--- src/rtl/systolic_pkg.sv ---
// Shared types and sizing helpers for the systolic tile sequencer.
package systolic_pkg;

    typedef enum logic [2:0] {
        IDLE   = 3'd0,
        LOADB  = 3'd1,
        STREAM = 3'd2,
        DRAIN  = 3'd3,
        DONE   = 3'd4
    } seq_state_t;

    localparam int DEFAULT_DIM = 8;

    // Shift cycles needed after the last A row for the skewed wavefront to clear the array.
    function automatic int drain_cycles(input int dim);
        return 2 * dim - 1;
    endfunction

endpackage

--- src/rtl/systolic_seq_ctrl.sv ---
// Tile sequencer: loads B weights, streams A rows through the skew FIFOs,
// drains the array with zero injection and pulses done when results are final.
module systolic_seq_ctrl
    import systolic_pkg::*;
#(
    parameter int DIM       = DEFAULT_DIM,
    parameter int DRAIN_CYC = drain_cycles(DIM),
    parameter int CNT_W     = $clog2(2 * DIM)
) (
    input  logic                   clk,
    input  logic                   rst,
    input  logic                   start,
    input  logic                   abort,
    input  logic                   b_valid,
    output logic                   b_ready,
    output logic                   b_wr_en,
    output logic [$clog2(DIM)-1:0] b_wr_row,
    input  logic                   a_valid,
    output logic                   a_ready,
    output logic [$clog2(DIM)-1:0] a_row_idx,
    output logic                   shift_en,
    output logic                   inject_zero,
    output logic                   busy,
    output logic                   done
);

    localparam int ROW_W = $clog2(DIM);
    localparam logic [CNT_W-1:0] LAST_ROW   = CNT_W'(DIM - 1);
    localparam logic [CNT_W-1:0] LAST_DRAIN = CNT_W'(DRAIN_CYC - 1);

    seq_state_t       state_q, state_d;
    logic [CNT_W-1:0] cnt_q, cnt_d;

    always_ff @(posedge clk or posedge rst) begin
        if (rst) begin
            state_q <= IDLE;
            cnt_q   <= '0;
        end else begin
            state_q <= state_d;
            cnt_q   <= cnt_d;
        end
    end

    always_comb begin
        state_d     = state_q;
        cnt_d       = cnt_q;
        b_ready     = 1'b0;
        b_wr_en     = 1'b0;
        b_wr_row    = '0;
        a_ready     = 1'b0;
        a_row_idx   = '0;
        shift_en    = 1'b0;
        inject_zero = 1'b0;
        done        = 1'b0;
        busy        = (state_q != IDLE);

        // Abort takes priority over any handshake: every strobe stays low this cycle.
        if (state_q != IDLE && abort) begin
            state_d = IDLE;
            cnt_d   = '0;
        end else begin
            unique case (state_q)
                IDLE: begin
                    if (start) begin
                        state_d = LOADB;
                        cnt_d   = '0;
                    end
                end
                LOADB: begin
                    b_ready  = 1'b1;
                    b_wr_row = cnt_q[ROW_W-1:0];
                    if (b_valid) begin
                        b_wr_en = 1'b1;
                        if (cnt_q == LAST_ROW) begin
                            state_d = STREAM;
                            cnt_d   = '0;
                        end else begin
                            cnt_d = cnt_q + 1'b1;
                        end
                    end
                end
                STREAM: begin
                    // Shift only on an accepted row so no bubble enters the skewed pipeline.
                    a_ready   = 1'b1;
                    a_row_idx = cnt_q[ROW_W-1:0];
                    if (a_valid) begin
                        shift_en = 1'b1;
                        if (cnt_q == LAST_ROW) begin
                            state_d = DRAIN;
                            cnt_d   = '0;
                        end else begin
                            cnt_d = cnt_q + 1'b1;
                        end
                    end
                end
                DRAIN: begin
                    shift_en    = 1'b1;
                    inject_zero = 1'b1;
                    if (cnt_q == LAST_DRAIN) begin
                        state_d = DONE;
                        cnt_d   = '0;
                    end else begin
                        cnt_d = cnt_q + 1'b1;
                    end
                end
                DONE: begin
                    done    = 1'b1;
                    state_d = IDLE;
                end
                default: begin
                    state_d = IDLE;
                    cnt_d   = '0;
                end
            endcase
        end
    end

endmodule

--- config.mk ---
export PLATFORM = sky130hd
export DESIGN_NAME = systolic_seq_ctrl
export DESIGN_NICKNAME = d
export VERILOG_FILES = /design/src/rtl/systolic_pkg.sv /design/src/rtl/systolic_seq_ctrl.sv
export SDC_FILE = /design/constraint.sdc
export NUM_CORES = 1
export LEC_CHECK = 0
export ABC_AREA = 1
export CAP_MARGIN = 20
export CELL_PAD_IN_SITES_DETAIL_PLACEMENT = 0
export CELL_PAD_IN_SITES_GLOBAL_PLACEMENT = 1
export CORE_UTILIZATION = 29
export DETAILED_ROUTE_END_ITERATION = 16
export GPL_TIMING_DRIVEN = 0
export PLACE_DENSITY_LB_ADDON = 0.2
export SLEW_MARGIN = 20
export SYNTH_ARGS = -nofsm -noshare
export SYNTH_HDL_FRONTEND = slang
export SYNTH_SLANG_ARGS = --single-unit
--- constraint.sdc ---
create_clock -name clk -period 1.6 [get_ports clk]
set_input_delay 0.24 -clock clk [delete_from_list [all_inputs] [get_ports clk]]
set_output_delay 0.24 -clock clk [all_outputs]
set_load 0.005 [all_outputs]
Word level (Yosys, flattened, before mapping)
Cells that the tools add are included.
{"block": "totals", "input_bits": 6, "register_bits": 7, "out_inout_bits": 13}
{"block": "classes", "n_mux": 33, "add_sub_neg": 1, "eq_ne": 13, "n_reduce_logical": 5}
{"operator": "two-way mux 3 bit", "count": 11}
{"operator": "two-way mux 4 bit", "count": 6}
{"operator": "one-hot mux 4 bit (5 select lines)", "count": 1}
{"operator": "inequality test 3 bit (second input constant)", "count": 6}
{"operator": "two-way mux 1 bit", "count": 13}
{"operator": "one-hot mux 3 bit (4 select lines)", "count": 1}
{"operator": "equality test 3 x 2 -> 1 bit (second input constant)", "count": 2}
{"operator": "AND reduction 6 bit", "count": 1}
{"operator": "adder 4 x 1 -> 4 bit (second input constant)", "count": 1}
{"operator": "equality test 4 x 3 -> 1 bit (second input constant)", "count": 1}
{"operator": "equality test 4 bit (second input constant)", "count": 1}
{"operator": "AND reduction 4 bit", "count": 1}
{"operator": "equality test 3 x 1 -> 1 bit (second input constant)", "count": 1}
{"operator": "equality test 3 bit (second input constant)", "count": 1}
{"operator": "logical NOT 3 bit", "count": 1}
{"operator": "nonzero test 3 bit", "count": 1}
{"operator": "inequality test 2 bit (second input constant)", "count": 1}
{"operator": "one-hot mux 1 bit (2 select lines)", "count": 1}
{"operator": "logical AND 1 bit", "count": 1}

Longest topological paths before layout
{"block": "depth", "ltp_word": 5, "ltp_mapped": 9, "ltp_nobuf": 9}

Least setup slack after synthesis
Ideal clock, no wire load.
{"block": "synth_timing", "kind": "flip-flop to flip-flop", "startpoint": "reg cnt_q[1]", "endpoint": "reg cnt_q[0]", "t_arrival_ps": 1174, "path_stages_with_launch": 8, "t_required_ps": 1483, "n_path_buf": 0, "setup_slack_ps": 309, "path_cell_list": "dfrtp_1 ha_1 nand2_1 or2_2 nand3_4 nand2_2 nand3_1 nand2_1"}
{"block": "synth_via", "elab_chain_cells": 5}
{"item": "start, declared", "line": "systolic_seq_ctrl.sv:32", "source": "logic [CNT_W-1:0] cnt_q, cnt_d;"}
{"item": "start signal, assigned", "line": "systolic_seq_ctrl.sv:40", "source": "cnt_q <= cnt_d;"}
{"item": "equality test 4 x 3 -> 1 bit", "line": "systolic_seq_ctrl.sv:74, systolic_seq_ctrl.sv:88"}
{"item": "two-way mux 4 bit", "line": "systolic_seq_ctrl.sv:74, systolic_seq_ctrl.sv:88"}
{"item": "two-way mux 4 bit (on tied branches)", "line": "systolic_seq_ctrl.sv:86, systolic_seq_ctrl.sv:72"}
{"item": "one-hot mux 4 bit (5 select lines) (*)", "line": "systolic_seq_ctrl.sv:62", "source": "unique case (state_q)"}
{"item": "two-way mux 4 bit (*)", "line": "systolic_seq_ctrl.sv:58", "source": "if (state_q != IDLE && abort) begin"}
Mark *: on every way between the ends. The rest lies on a longest branch, timed or not. The select of a mux whose other input is x is not followed.
A chain may end at the register's enable or synchronous reset.

Worst setup path after layout
{"block": "layout_timing", "startpoint": "reg state_q[2]", "endpoint": "out a_row_idx[2]"}
{"block": "layout_via", "elab_chain_cells": 3}
{"item": "start, declared", "line": "systolic_seq_ctrl.sv:31", "source": "seq_state_t state_q, state_d;"}
{"item": "start signal, assigned", "line": "systolic_seq_ctrl.sv:39", "source": "state_q <= state_d;"}
{"item": "equality test 3 x 2 -> 1 bit / nonzero test 3 bit (equally long branches)", "line": "systolic_seq_ctrl.sv:62, systolic_seq_ctrl.sv:58"}
{"item": "two-way mux 3 bit / logical AND 1 bit (equally long branches)", "line": "systolic_seq_ctrl.sv:62, systolic_seq_ctrl.sv:58"}
{"item": "two-way mux 3 bit (*)", "line": "systolic_seq_ctrl.sv:58"}
{"item": "end, declared", "line": "systolic_seq_ctrl.sv:20", "source": "output logic [$clog2(DIM)-1:0] a_row_idx,"}
Mark *: on every way between the ends. The rest lies on a longest branch, timed or not.

==> results by group <==
Status
  – Status: finished with violations
  – Failing checks: setup timing

Synthesis
  – Yosys top cell area share: 29.0%
  – Yosys warnings: 0
  – Cells after Synth: 93
  – Main area contributors after synthesis: dfrtp_1 (29%), nand2_1 (14%), inv_1 (9.9%), nor2_1 (9.9%), nand3_1 (8.3%)
  – Xor/xnor cell area share of the yosys netlist: 2.90%
  – Most frequent cell after synthesis: nand2_1
  – Mapped Area: slightly above 600 um^2
  – Top_reg_cell synth: dfrtp_1
  – Mean cell area of the mapped netlist: 6.50 um^2
  – Largest family of logic cells by synthesized area: simple AND/OR/NAND/NOR gates
  – Cell taking the most area after synthesis: dfrtp_1
  – Synth cell count leaders: nand2_1 (23), inv_1 (16), nor2_1 (16), nand3_1 (10), dfrtp_1 (7)
  – Post-Synth Adder-Cell Area: under 10%
  – Syn Nets: 101
  – Yosys cell types: 17
  – Async set or reset register ratio after synthesis: 100%
  – Number of flops mapped to enable cells by yosys: 0
  – Simple-gate area share of the yosys netlist: 52.4%
  – Synthesized flop and latch total: 7
  – Multiplexer share of the synthesized area: 0%
  – Register area share after synthesis: 29.0%
  – Post-synthesis compound-gate area fraction: just over 1%

Timing
  – RSZ-0062 raised after global routing: true
  – Fmax: 600 MHz
  – Final min period: 1670 ps
  – Worst-Margin Slew: 315 ps
  – WHS: about 220 ps
  – Period Utilization, post-route: 104%
  – Setup Viol. Count Final: 8
  – Slew headroom: 79.0%
  – Layout Skew: just over 0.9 ps
  – Max-slew violation count: 0
  – Final Hold Viols: 0
  – Worst setup margin: -66.3 ps

Worst setup path
  – Largest delay share family, worst path: flip-flops
  – RR Startpoint: state_q[0]$_DFFE_PP0P_
  – Critical Path Start: state_q[2]$_DFFE_PP0P_
  – FF-to-FF End: state_q[0]$_DFFE_PP0P_
  – Worst Setup Start Kind: flip-flop
  – CP endpoint: a_row_idx[2]
  – Crit-path most repeated cell: nor2_4
  – Crit path largest cell delay: 450 ps
  – Worst-path maximum fanout: 5
  – Crit path cell chain: buf_6 > nor2_4 > nand2_4 > nor2_4 > inv_2 > nor2_1 > buf_2
  – Slowest cell on crit path: dfrtp_2
  – Crit path DAT: 1430 ps
  – Flop-to-flop setup slack: ~90 ps
  – Number of buffers and inverters on the critical path: 3
  – Crit. path cell count: 7
  – Worst R2R Path Depth: 11
  – Worst EP required: approximately 1400 ps
  – Setup CP Type: flip-flop to primary output
  – CP endpoint kind: primary output

Clocking
  – Hold_buf cts: 0
  – Clock slew at reported path FFs: 50 ps
  – Root buffer cell: clkbuf_4
  – Worst skew pair latency: ~240 ps
  – Htree depth: 1
  – TritonCTS clock tree: yes
  – CTS Buf Count: 3
  – Clock sink count: 7
  – Max Buffers Root-to-Sink: 2

Global routing
  – Largest net degree at the start of global routing: 8
  – Vias in the first global route: 612
  – Total grt overflow: 0
  – Initial antenna violation count: 0
  – Global Route Usage Sum: 17.1%
  – First-pass GRT wire length: 2.60 mm

Routing
  – Total iterations of the first detailed-routing run: 4
  – 1st-iter DRT viols: 12
  – Post-detailed-route count of antenna-violating nets: 0
  – WL/cell: 11.5 um
  – Vias per std cell: 4.42
  – Via count: 730
  – DRC: 0
  – Total routed wirelength: between 1.5 and 2 mm

Floorplan
  – Die H: 47.7 um
  – Top Ports: 19
  – Core box area: 1960 um^2
  – Die footprint: 2270 um^2
  – Die X: around 48 um
  – Num rows: 16
  – Initial core utilization: 30.8%

Placed design
  – Dpl hpwl: 1.05 mm
  – Port bufs: 18
  – Placer Congestion: 0.760
  – Pre-CTS setup slack: -234 ps

Pwr
  – Psw: roughly 0.74 mW
  – Internal power: 0.913 mW
  – Pleak: 0.618 nW
  – Combinational share of power: around three quarters
  – Clock network fraction of total power: about 9.0%
  – Share of power burned in registers: 17.6%
  – Sw frac: around 45%
  – Final Power: approximately 1.7 mW
  – Worst vdd ir: 0.000971 V
  – Power density over cell area: 1500 nW/um^2

Cells and area
  – Share of cells above drive strength 1: 48.6%
  – Net count, final: 147
  – # diodes: 0
  – Fillers: between 150 and 200
  – Area grow syn2layout: 82.6%

Flow run
  – Max Cap Viol: 0

Hold path
  – HP Class: input pin to async pin
-- layout by cell type, fill, tap and decap left out, types with 3 or more instances in the layout --
cell type / count
inv_1: 12
buf_6: 10
dfrtp_1: 4
nand2_2: 7
nand3_1: 9
clkdlybuf4s50_1: 4
inv_2: 5
dfrtp_2: 3
buf_2: 7
nand2_4: 3
buf_4: 14
clkbuf_4: 3
nand2_1: 18
nor2_1: 10
nor2_4: 10
-- routing by layer --
layer	vias up	track usage, %	part of all wire, %
li1	374	-	-
met1	338	21.9	42
met2	18	28.8	54
met3	0	2.64	4.0
met4	0	6.67	0
met5	-	0	0
-- worst min-delay path by stage --
| stage | slack [ps] | end | cells after the start |
|---|---|---|---|
| floorplan | 40 | cnt_q[0]$_DFFE_PP0P_ | 1 |
| global placement | 470 | state_q[1]$_DFFE_PP0P_ | 2 |
| detailed placement | 480 | cnt_q[2]$_DFFE_PP0P_ | 2 |
| CTS | 210 | cnt_q[2]$_DFFE_PP0P_ | 2 |
| global route | 260 | cnt_q[2]$_DFFE_PP0P_ | 2 |
| finish | 220 | state_q[1]$_DFFE_PP0P_ | 2 |
-- layout make-up --
type                       count  area [um^2]  share of cell area (%)
sequential                     7          179                    16.2
inverter                      17         63.8                    5.78
timing repair buffer          41          348                    31.5
clock buffer                   4         26.3                    2.38
multi-input combinational     69          453                    41.0
tap                           27         33.8                    3.06
-- metrics by stage --
stage,util [%],TNS [ps],instance area [um^2],std cells
2_1_floorplan,-,0,604,93
3_3_place_gp,41.7,-2130,818,138
3_5_place_dp,41.7,-2050,818,138
4_1_cts,51.1,-381,1000,159
5_1_grt,56.3,-745,1100,165
6_report,56.3,-247,1100,165
-- sequential cells by signal, indices dropped and copies added, names as in the netlist --
signal   count
cnt_q        4
state_q      3
-- power by group through the flow --
stage	logic [mW]	registers, mW	clock network (mW)
final	1.22	0.293	0.149
after global routing	1.33	0.300	0.166
after CTS	1.01	0.295	0.157
after detailed placement	0.675	0.302	0
after global placement	0.681	0.303	0
after floorplan	0.476	0.283	0
-- cell families (layout without fill, tap and decap cells) --
logic type                 after synthesis  after routing
and+or+nand+nor                         64             64
buffers and inverters                   17             62
DFF                                      7              7
adders and majority gates                2              2
xor gates and xnor gates                 2              2
AOI/OAI and AO/OA                        1              1
-- timing repair --
item	4_1_cts	5_1_grt
pin swaps	7	10
endpoints found under the setup margin	13	12
setup buffers	17	7
resized for setup	60	22
No activity file was read; power rests on OpenSTA's default activity.
